## src/rtl/inst_cache_assoc.sv

```systemverilog
// inst_cache_assoc: set-associative read-only instruction cache with LRU refill and perf counters
module inst_cache_assoc #(
  parameter int LINE_ADDR_LEN = 2,
  parameter int SET_ADDR_LEN  = 3,
  parameter int WAY_CNT       = 2,
  localparam int TAG_ADDR_LEN = 30 - LINE_ADDR_LEN - SET_ADDR_LEN
) (
  input  logic        clk,
  input  logic        rst,
  input  logic        rd_req,
  input  logic [29:0] addr,
  output logic [31:0] rd_data,
  output logic        miss,
  input  logic        flush,
  output logic        mem_rd_req,
  output logic [29:0] mem_rd_addr,
  input  logic        mem_rd_valid,
  input  logic [31:0] mem_rd_data,
  output logic [31:0] hit_cnt,
  output logic [31:0] miss_cnt
);
  localparam int LINE_W = 1 << LINE_ADDR_LEN;
  localparam int SET_N = 1 << SET_ADDR_LEN;
  localparam int WAY_W = WAY_CNT > 1 ? $clog2(WAY_CNT) : 1;
  localparam logic [WAY_W-1:0] AGE_MAX = WAY_W'(WAY_CNT - 1);
  typedef enum logic {IDLE, REFILL} state_t;
  state_t state_q;
  logic [31:0] data_q [SET_N][WAY_CNT][LINE_W];
  logic [TAG_ADDR_LEN-1:0] tag_q [SET_N][WAY_CNT];
  logic valid_q [SET_N][WAY_CNT];
  logic [WAY_W-1:0] age_q [SET_N][WAY_CNT];
  logic [WAY_W-1:0] victim_q, victim_d, hit_way, best_age;
  logic [LINE_ADDR_LEN-1:0] beat_q;
  logic flush_pend_q, mem_rd_req_q, hit, hit_d, has_inv;
  logic [29:0] mem_rd_addr_q;
  logic [31:0] rd_data_q, hit_cnt_q, miss_cnt_q;
  logic [TAG_ADDR_LEN-1:0] tag, r_tag;
  logic [SET_ADDR_LEN-1:0] set_idx, r_set;
  logic [LINE_ADDR_LEN-1:0] off;
  assign {tag, set_idx, off} = addr;
  assign r_tag = mem_rd_addr_q[29 -: TAG_ADDR_LEN];
  assign r_set = mem_rd_addr_q[LINE_ADDR_LEN +: SET_ADDR_LEN];
  // Tag lookup plus victim choice: lowest invalid way, otherwise the oldest way
  always_comb begin
    hit = 1'b0;
    hit_way = '0;
    has_inv = 1'b0;
    victim_d = '0;
    best_age = age_q[set_idx][0];
    for (int w = WAY_CNT - 1; w >= 0; w--) begin
      if (valid_q[set_idx][w] && tag_q[set_idx][w] == tag) begin
        hit = 1'b1;
        hit_way = WAY_W'(w);
      end
      if (!valid_q[set_idx][w]) begin
        has_inv = 1'b1;
        victim_d = WAY_W'(w);
      end
    end
    if (!has_inv)
      for (int w = 1; w < WAY_CNT; w++)
        if (age_q[set_idx][w] > best_age) begin
          best_age = age_q[set_idx][w];
          victim_d = WAY_W'(w);
        end
    if (flush) victim_d = '0;
    hit_d = hit & ~flush;
  end
  assign miss = (state_q != IDLE) | (rd_req & ~hit_d);
  // Fetch/refill state machine, valid and LRU bookkeeping, counters
  always_ff @(posedge clk or posedge rst) begin
    if (rst) begin
      state_q <= IDLE;
      rd_data_q <= '0;
      mem_rd_req_q <= 1'b0;
      mem_rd_addr_q <= '0;
      hit_cnt_q <= '0;
      miss_cnt_q <= '0;
      flush_pend_q <= 1'b0;
      victim_q <= '0;
      beat_q <= '0;
      valid_q <= '{default: '0};
      age_q <= '{default: '0};
    end else if (state_q == IDLE) begin
      if (flush) begin
        valid_q <= '{default: '0};
        age_q <= '{default: '0};
      end
      if (rd_req && hit_d) begin
        rd_data_q <= data_q[set_idx][hit_way][off];
        hit_cnt_q <= hit_cnt_q + 32'(hit_cnt_q != '1);
        for (int w = 0; w < WAY_CNT; w++)
          if (WAY_W'(w) == hit_way) age_q[set_idx][w] <= '0;
          else if (age_q[set_idx][w] < age_q[set_idx][hit_way]) age_q[set_idx][w] <= age_q[set_idx][w] + 1'b1;
      end else if (rd_req) begin
        state_q <= REFILL;
        victim_q <= victim_d;
        beat_q <= '0;
        mem_rd_req_q <= 1'b1;
        mem_rd_addr_q <= {tag, set_idx, {LINE_ADDR_LEN{1'b0}}};
        miss_cnt_q <= miss_cnt_q + 32'(miss_cnt_q != '1);
      end
    end else begin
      if (flush) flush_pend_q <= 1'b1;
      if (mem_rd_valid) begin
        beat_q <= beat_q + 1'b1;
        if (beat_q == '1) begin
          state_q <= IDLE;
          mem_rd_req_q <= 1'b0;
          flush_pend_q <= 1'b0;
          if (flush || flush_pend_q) begin
            valid_q <= '{default: '0};
            age_q <= '{default: '0};
          end else begin
            valid_q[r_set][victim_q] <= 1'b1;
            for (int w = 0; w < WAY_CNT; w++)
              age_q[r_set][w] <= (WAY_W'(w) == victim_q) ? '0 :
                                 (age_q[r_set][w] == AGE_MAX) ? AGE_MAX : age_q[r_set][w] + 1'b1;
          end
        end
      end
    end
  end
  // Line data and tags are written only by refill beats and carry no reset
  always_ff @(posedge clk) begin
    if (state_q == REFILL && mem_rd_valid) begin
      data_q[r_set][victim_q][beat_q] <= mem_rd_data;
      if (beat_q == '1) tag_q[r_set][victim_q] <= r_tag;
    end
  end
  assign rd_data = rd_data_q;
  assign mem_rd_req = mem_rd_req_q;
  assign mem_rd_addr = mem_rd_addr_q;
  assign hit_cnt = hit_cnt_q;
  assign miss_cnt = miss_cnt_q;
endmodule

```

## config.mk

```make
export PLATFORM = sky130hd
export DESIGN_NAME = inst_cache_assoc
export DESIGN_NICKNAME = d
export VERILOG_FILES = /design/src/rtl/inst_cache_assoc.sv
export SDC_FILE = /design/constraint.sdc
export NUM_CORES = 2
export LEC_CHECK = 0
export ABC_CLOCK_PERIOD_IN_PS = 9590
export CAP_MARGIN = 5
export CORE_MARGIN = 4
export CORE_UTILIZATION = 31
export CTS_BUF_LIST = sky130_fd_sc_hd__clkbuf_8
export DETAILED_ROUTE_END_ITERATION = 8
export SETUP_SLACK_MARGIN = 0.1
export SYNTH_ARGS = -nofsm -noshare
export SYNTH_HDL_FRONTEND = slang
export SYNTH_SLANG_ARGS = --single-unit
```

## constraint.sdc

```tcl
create_clock -name clk -period 9.59 [get_ports clk]
set_input_delay 2.3975 -clock clk [delete_from_list [all_inputs] [get_ports clk]]
set_output_delay 2.3975 -clock clk [all_outputs]
set_load 0.01 [all_outputs]
```

==> metrics.md <==
| Metric | Value |
|---|---|
| Status | finished clean |
| Worst min path class | reg2reg |
| Critical Path Start Type | input pin |
| Max-slew violations | 0 |
| Peak Freq | 0.116 GHz |
| CP top delay family | buffers and inverters |
| Post-synthesis sequential area ratio | roughly 76% |
| Fin util | between 30% and 40% |
| TritonCTS Buffers | around 400 |
| Pre-antenna DRT Iters | 6 |
| Leak | 38.1 nW |
| H-tree depth | 5 |
| Post-CTS Hold Buffers | 0 |
| Post-DR wirelength/cell | between 20 and 30 microns |
| CP Buf/Inv Count | 3 |
| Die Ht | between 500 and 600 microns |
| Crit path kind | in2out |
| Final period util | 89.8% |
| Worst IR Drop VDD | 0.000116 V |
| Cts repair resizes | 0 |
| Simple-gate share of the synthesized area | ~4.4% |
| Total track usage | 19.0% |
| Initial antenna violation count | 35 |
| DRC viols | 0 |
| Clk buf depth | 4 |
| Area after DPL | around 110,000 sq um |
| First-pass GRT wire length | ~460,000 microns |
| Skew-Pair Late Insertion Delay | just under 1000 ps |
| Yosys warning total | 0 |
| Worst reg2reg path depth | 11 |
| Power Density | a little over 200 nW/um^2 |
| RSZ-0062 raised after global routing | false |
| Setup_tns | 0 ps |
| Least-Margin Pin Slew | between 1000 and 1500 ps |
| Starting Density | a little under a third |
| Final GP Congestion | 0.813 |
| Final hold violations | 0 |
| Post-synthesis xor/xnor area fraction | less than 1% |
| Die width | 580 microns |
| Total gr overflow | 0 |
| Clk pin slew, worst setup/hold paths | roughly 60 ps |
| Critical-path cell list | buf_8, buf_4, mux4_2, mux2i_1, xnor2_1, a2111oi_4, o2111ai_2, nor4_4, nor2_1, o21ai_2, nand2_1, clkdlybuf4s50_1 |
| Worst hold path depth | 2 |
| Mux contribution to synthesized area | under 10% |
| CTS sink cnt | ~2,600 |
| Reg2reg setup slack | ~5000 ps |
| Reg2reg start | tag_q[7][7] |
| Worst path arrival time | 6220 ps |
| Slowest CP cell | buf_4 |
| Seq cells post-synth | approximately 2,600 |
| Post-CTS Setup Bufs | 0 |
| Vias per cell | approximately 5.6 |
| Ys async rst share | just over 6% |
| Mapped Cells | 6,172 |
| Slew HR | roughly 12% |
| Hold path start | rd_data[26] |
| Fraction of layout cells with a size suffix above 1 | ~16% |
| Largest family of logic cells by synthesized area | compound AO/OA/AOI/OAI gates |
| Hold Path End | rd_data[26] |
| Final nets | 6,647 |
| Number of global-route vias before repair | roughly 60,000 |
| Worst slack at placement | a little over 1000 ps |
| Fraction of the mapped netlist area in compound gates | a little under 9% |
| Routed vias | about 63,000 |
| FF+latch area | between 70,000 and 80,000 sq um |
| P&R area growth vs syn | 14.8% |
| Fin area | between 100,000 and 150,000 sq um |
| Post-synth EDFFs | about 2,400 |
| Syn avg cell area | about 16 sq um |
| Input/output buffers | ~190 |
| # fillers | 30,500 |
| Total Power | ~24 mW |
| Clock Skews | 109 ps |
| R2r endpoint | rd_data[0] |
| Cell variety after synth | 76 |
| Crit-path max cell delay | 580 ps |
| Crit path capture type | output port |
| Post-DP HPWL | roughly 180,000 microns |
| Crit-path max FO | 61 |
| Mapped Area | between 100,000 and 150,000 sq um |
| Adder-Cell Fraction of Synth Area | less than 1% |
| Top FF cell, synth | edfxtp_1 |
| Total Wirelength | approximately 330,000 microns |
| Finish-stage setup viols | 0 |
| Data required, critical path | between 7000 and 8000 ps |
| Rows | between 200 and 250 |
| TritonCTS clock tree | done |
| Max-Cap Viols | 0 |
| Final min period | 8610 ps |
| Largest net degree at the start of global routing | 98 |
| I/O pin total | a little under 200 |
| Core area | between 300,000 and 400,000 sq um |
| Area of the multi-input gates | around 23,000 sq um |
| Die area | between 300,000 and 400,000 sq um |
| DRT antenna net count | 0 |
| Root buffer cell | clkbuf_8 |
| 1st-iter DRT viols | between 8,000 and 9,000 |
| Final worst slack | 977 ps |
## routing by layer
metal	GRT usage (%)	vias up	part of all wire [%]
li1	-	25300	-
met1	26.4	32400	40
met2	29.4	4177	45
met3	4.66	657	12
met4	5.77	12	3.1
met5	0.354	-	0.025
## per-stage QoR
step | cells | hold slack (ps)
4_1_cts | 11200 | 488
2_1_floorplan | 6173 | 443
3_5_place_dp | 10500 | 473
3_3_place_gp | 10500 | 463
6_report | 11200 | 482
5_1_grt | 11200 | 505
## flip-flops by register name, indices dropped and copies added (netlist names)
name / flops
rd_data: 32
miss_cnt: 32
mem_rd_req: 1
victim_q: 1
hit_cnt: 32
tag_q: 400
flush_pend_q: 1
valid_q: 16
mem_rd_addr: 28
data_q: 2048
state_q: 1
beat_q: 2
age_q: 16
## layout by cell type (no fill, tap or decap), types with 11 or more instances in the layout
master | netlist | final
edfxtp_1 | 2448 | 2448
mux2i_1 | 433 | 433
nand2_1 | 429 | 428
clkbuf_8 | 0 | 414
o21ai_0 | 352 | 352
a21oi_1 | 329 | 329
a22oi_1 | 233 | 233
nor2_1 | 301 | 215
buf_4 | 13 | 194
inv_1 | 18 | 166
dfrtp_1 | 162 | 162
clkdlybuf4s50_1 | 0 | 155
mux2_2 | 149 | 149
a221oi_1 | 141 | 141
nand3_1 | 105 | 101
nor2_4 | 0 | 86
clkinv_1 | 1 | 86
mux4_2 | 82 | 82
xor2_1 | 50 | 50
a22o_1 | 42 | 42
nand4_1 | 41 | 41
xnor2_1 | 40 | 40
a221o_1 | 38 | 38
o211ai_1 | 38 | 38
clkinv_2 | 0 | 36
buf_2 | 88 | 32
nor3_1 | 32 | 31
nor4_1 | 25 | 25
o221ai_1 | 25 | 25
a31oi_1 | 22 | 22
and3_1 | 21 | 20
o22ai_1 | 20 | 20
or3_1 | 16 | 16
a211oi_1 | 15 | 15
buf_12 | 0 | 12
diode_2 | 0 | 11
o31ai_1 | 11 | 11
o2111ai_1 | 11 | 11
## final cells by class
cell class / instances / area share (%)
sequential: 2610 / 66.6
multi-input combinational: 3146 / 19.7
clock buffer: 414 / 4.89
tap: 4325 / 4.64
timing repair buffer: 398 / 2.99
clock inverter: 289 / 1.12
inverter: 21 / 0.0805
antenna: 11 / 0.0236
## Yosys cell counts, types with 7 or more instances
| cell type | instances | area share (%) |
|---|---|---|
| nor3_1 | 32 | 0.16 |
| o31ai_1 | 11 | 0.081 |
| o211ai_1 | 38 | 0.28 |
| nand3_1 | 105 | 0.52 |
| buf_4 | 13 | 0.096 |
| and2_1 | 9 | 0.055 |
| a21o_1 | 8 | 0.059 |
| clkbuf_1 | 239 | 0.88 |
| xor2_1 | 50 | 0.43 |
| o221ai_1 | 25 | 0.22 |
| a221o_1 | 38 | 0.37 |
| dfrtp_1 | 162 | 4.0 |
| a31oi_1 | 22 | 0.14 |
| mux2i_1 | 433 | 4.3 |
| o2111ai_1 | 11 | 0.095 |
| and3_1 | 21 | 0.13 |
| a2111oi_0 | 10 | 0.086 |
| ha_1 | 8 | 0.099 |
| buf_1 | 54 | 0.20 |
| a22o_1 | 42 | 0.36 |
| nand2_1 | 429 | 1.6 |
| mux4_2 | 82 | 1.8 |
| xnor2_1 | 40 | 0.35 |
| inv_1 | 18 | 0.067 |
| buf_2 | 88 | 0.43 |
| a21oi_1 | 329 | 1.6 |
| nor2_1 | 301 | 1.1 |
| o22ai_1 | 20 | 0.12 |
| a211oi_1 | 15 | 0.11 |
| o311ai_0 | 8 | 0.069 |
| a222oi_1 | 7 | 0.069 |
| nor4_1 | 25 | 0.15 |
| nor2b_1 | 9 | 0.055 |
| a221oi_1 | 141 | 1.2 |
| a311oi_1 | 10 | 0.086 |
| edfxtp_1 | 2448 | 72 |
| o21ai_0 | 352 | 1.7 |
| nand4_1 | 41 | 0.25 |
| mux2_2 | 149 | 1.7 |
| a22oi_1 | 233 | 1.7 |
| or3_1 | 16 | 0.099 |
## power breakdown
| group | leakage [nW] | internal [mW] | switching (mW) |
|---|---|---|---|
| registers | 24.1 | 13.1 | 0.440 |
| logic | 9.85 | 0.647 | 1.55 |
| clock network | 4.13 | 4.09 | 4.32 |
## worst max path at each step
stage	from	depth (start not counted)	end	slack (ps)
2_1_floorplan	addr[4]	15	miss	1890
3_3_place_gp	addr[4]	12	miss	1060
3_5_place_dp	addr[3]	11	miss	1020
4_1_cts	addr[4]	12	miss	1010
5_1_grt	addr[3]	11	miss	770
6_report	addr[4]	12	miss	980
## cell families after synthesis
family,Yosys count
xor+xnor,90
other cells,1
fa+ha+maj,8
compound gates,1361
simple gates,1021
flops,2610
mux,664
buf+inv,417
## worst min-delay path: stages (launching register included)
cell and delay (ps):
dfrtp_1 340, nand2_1 50, o21ai_0 60
Note: power is estimated with default switching activity, not from simulation.
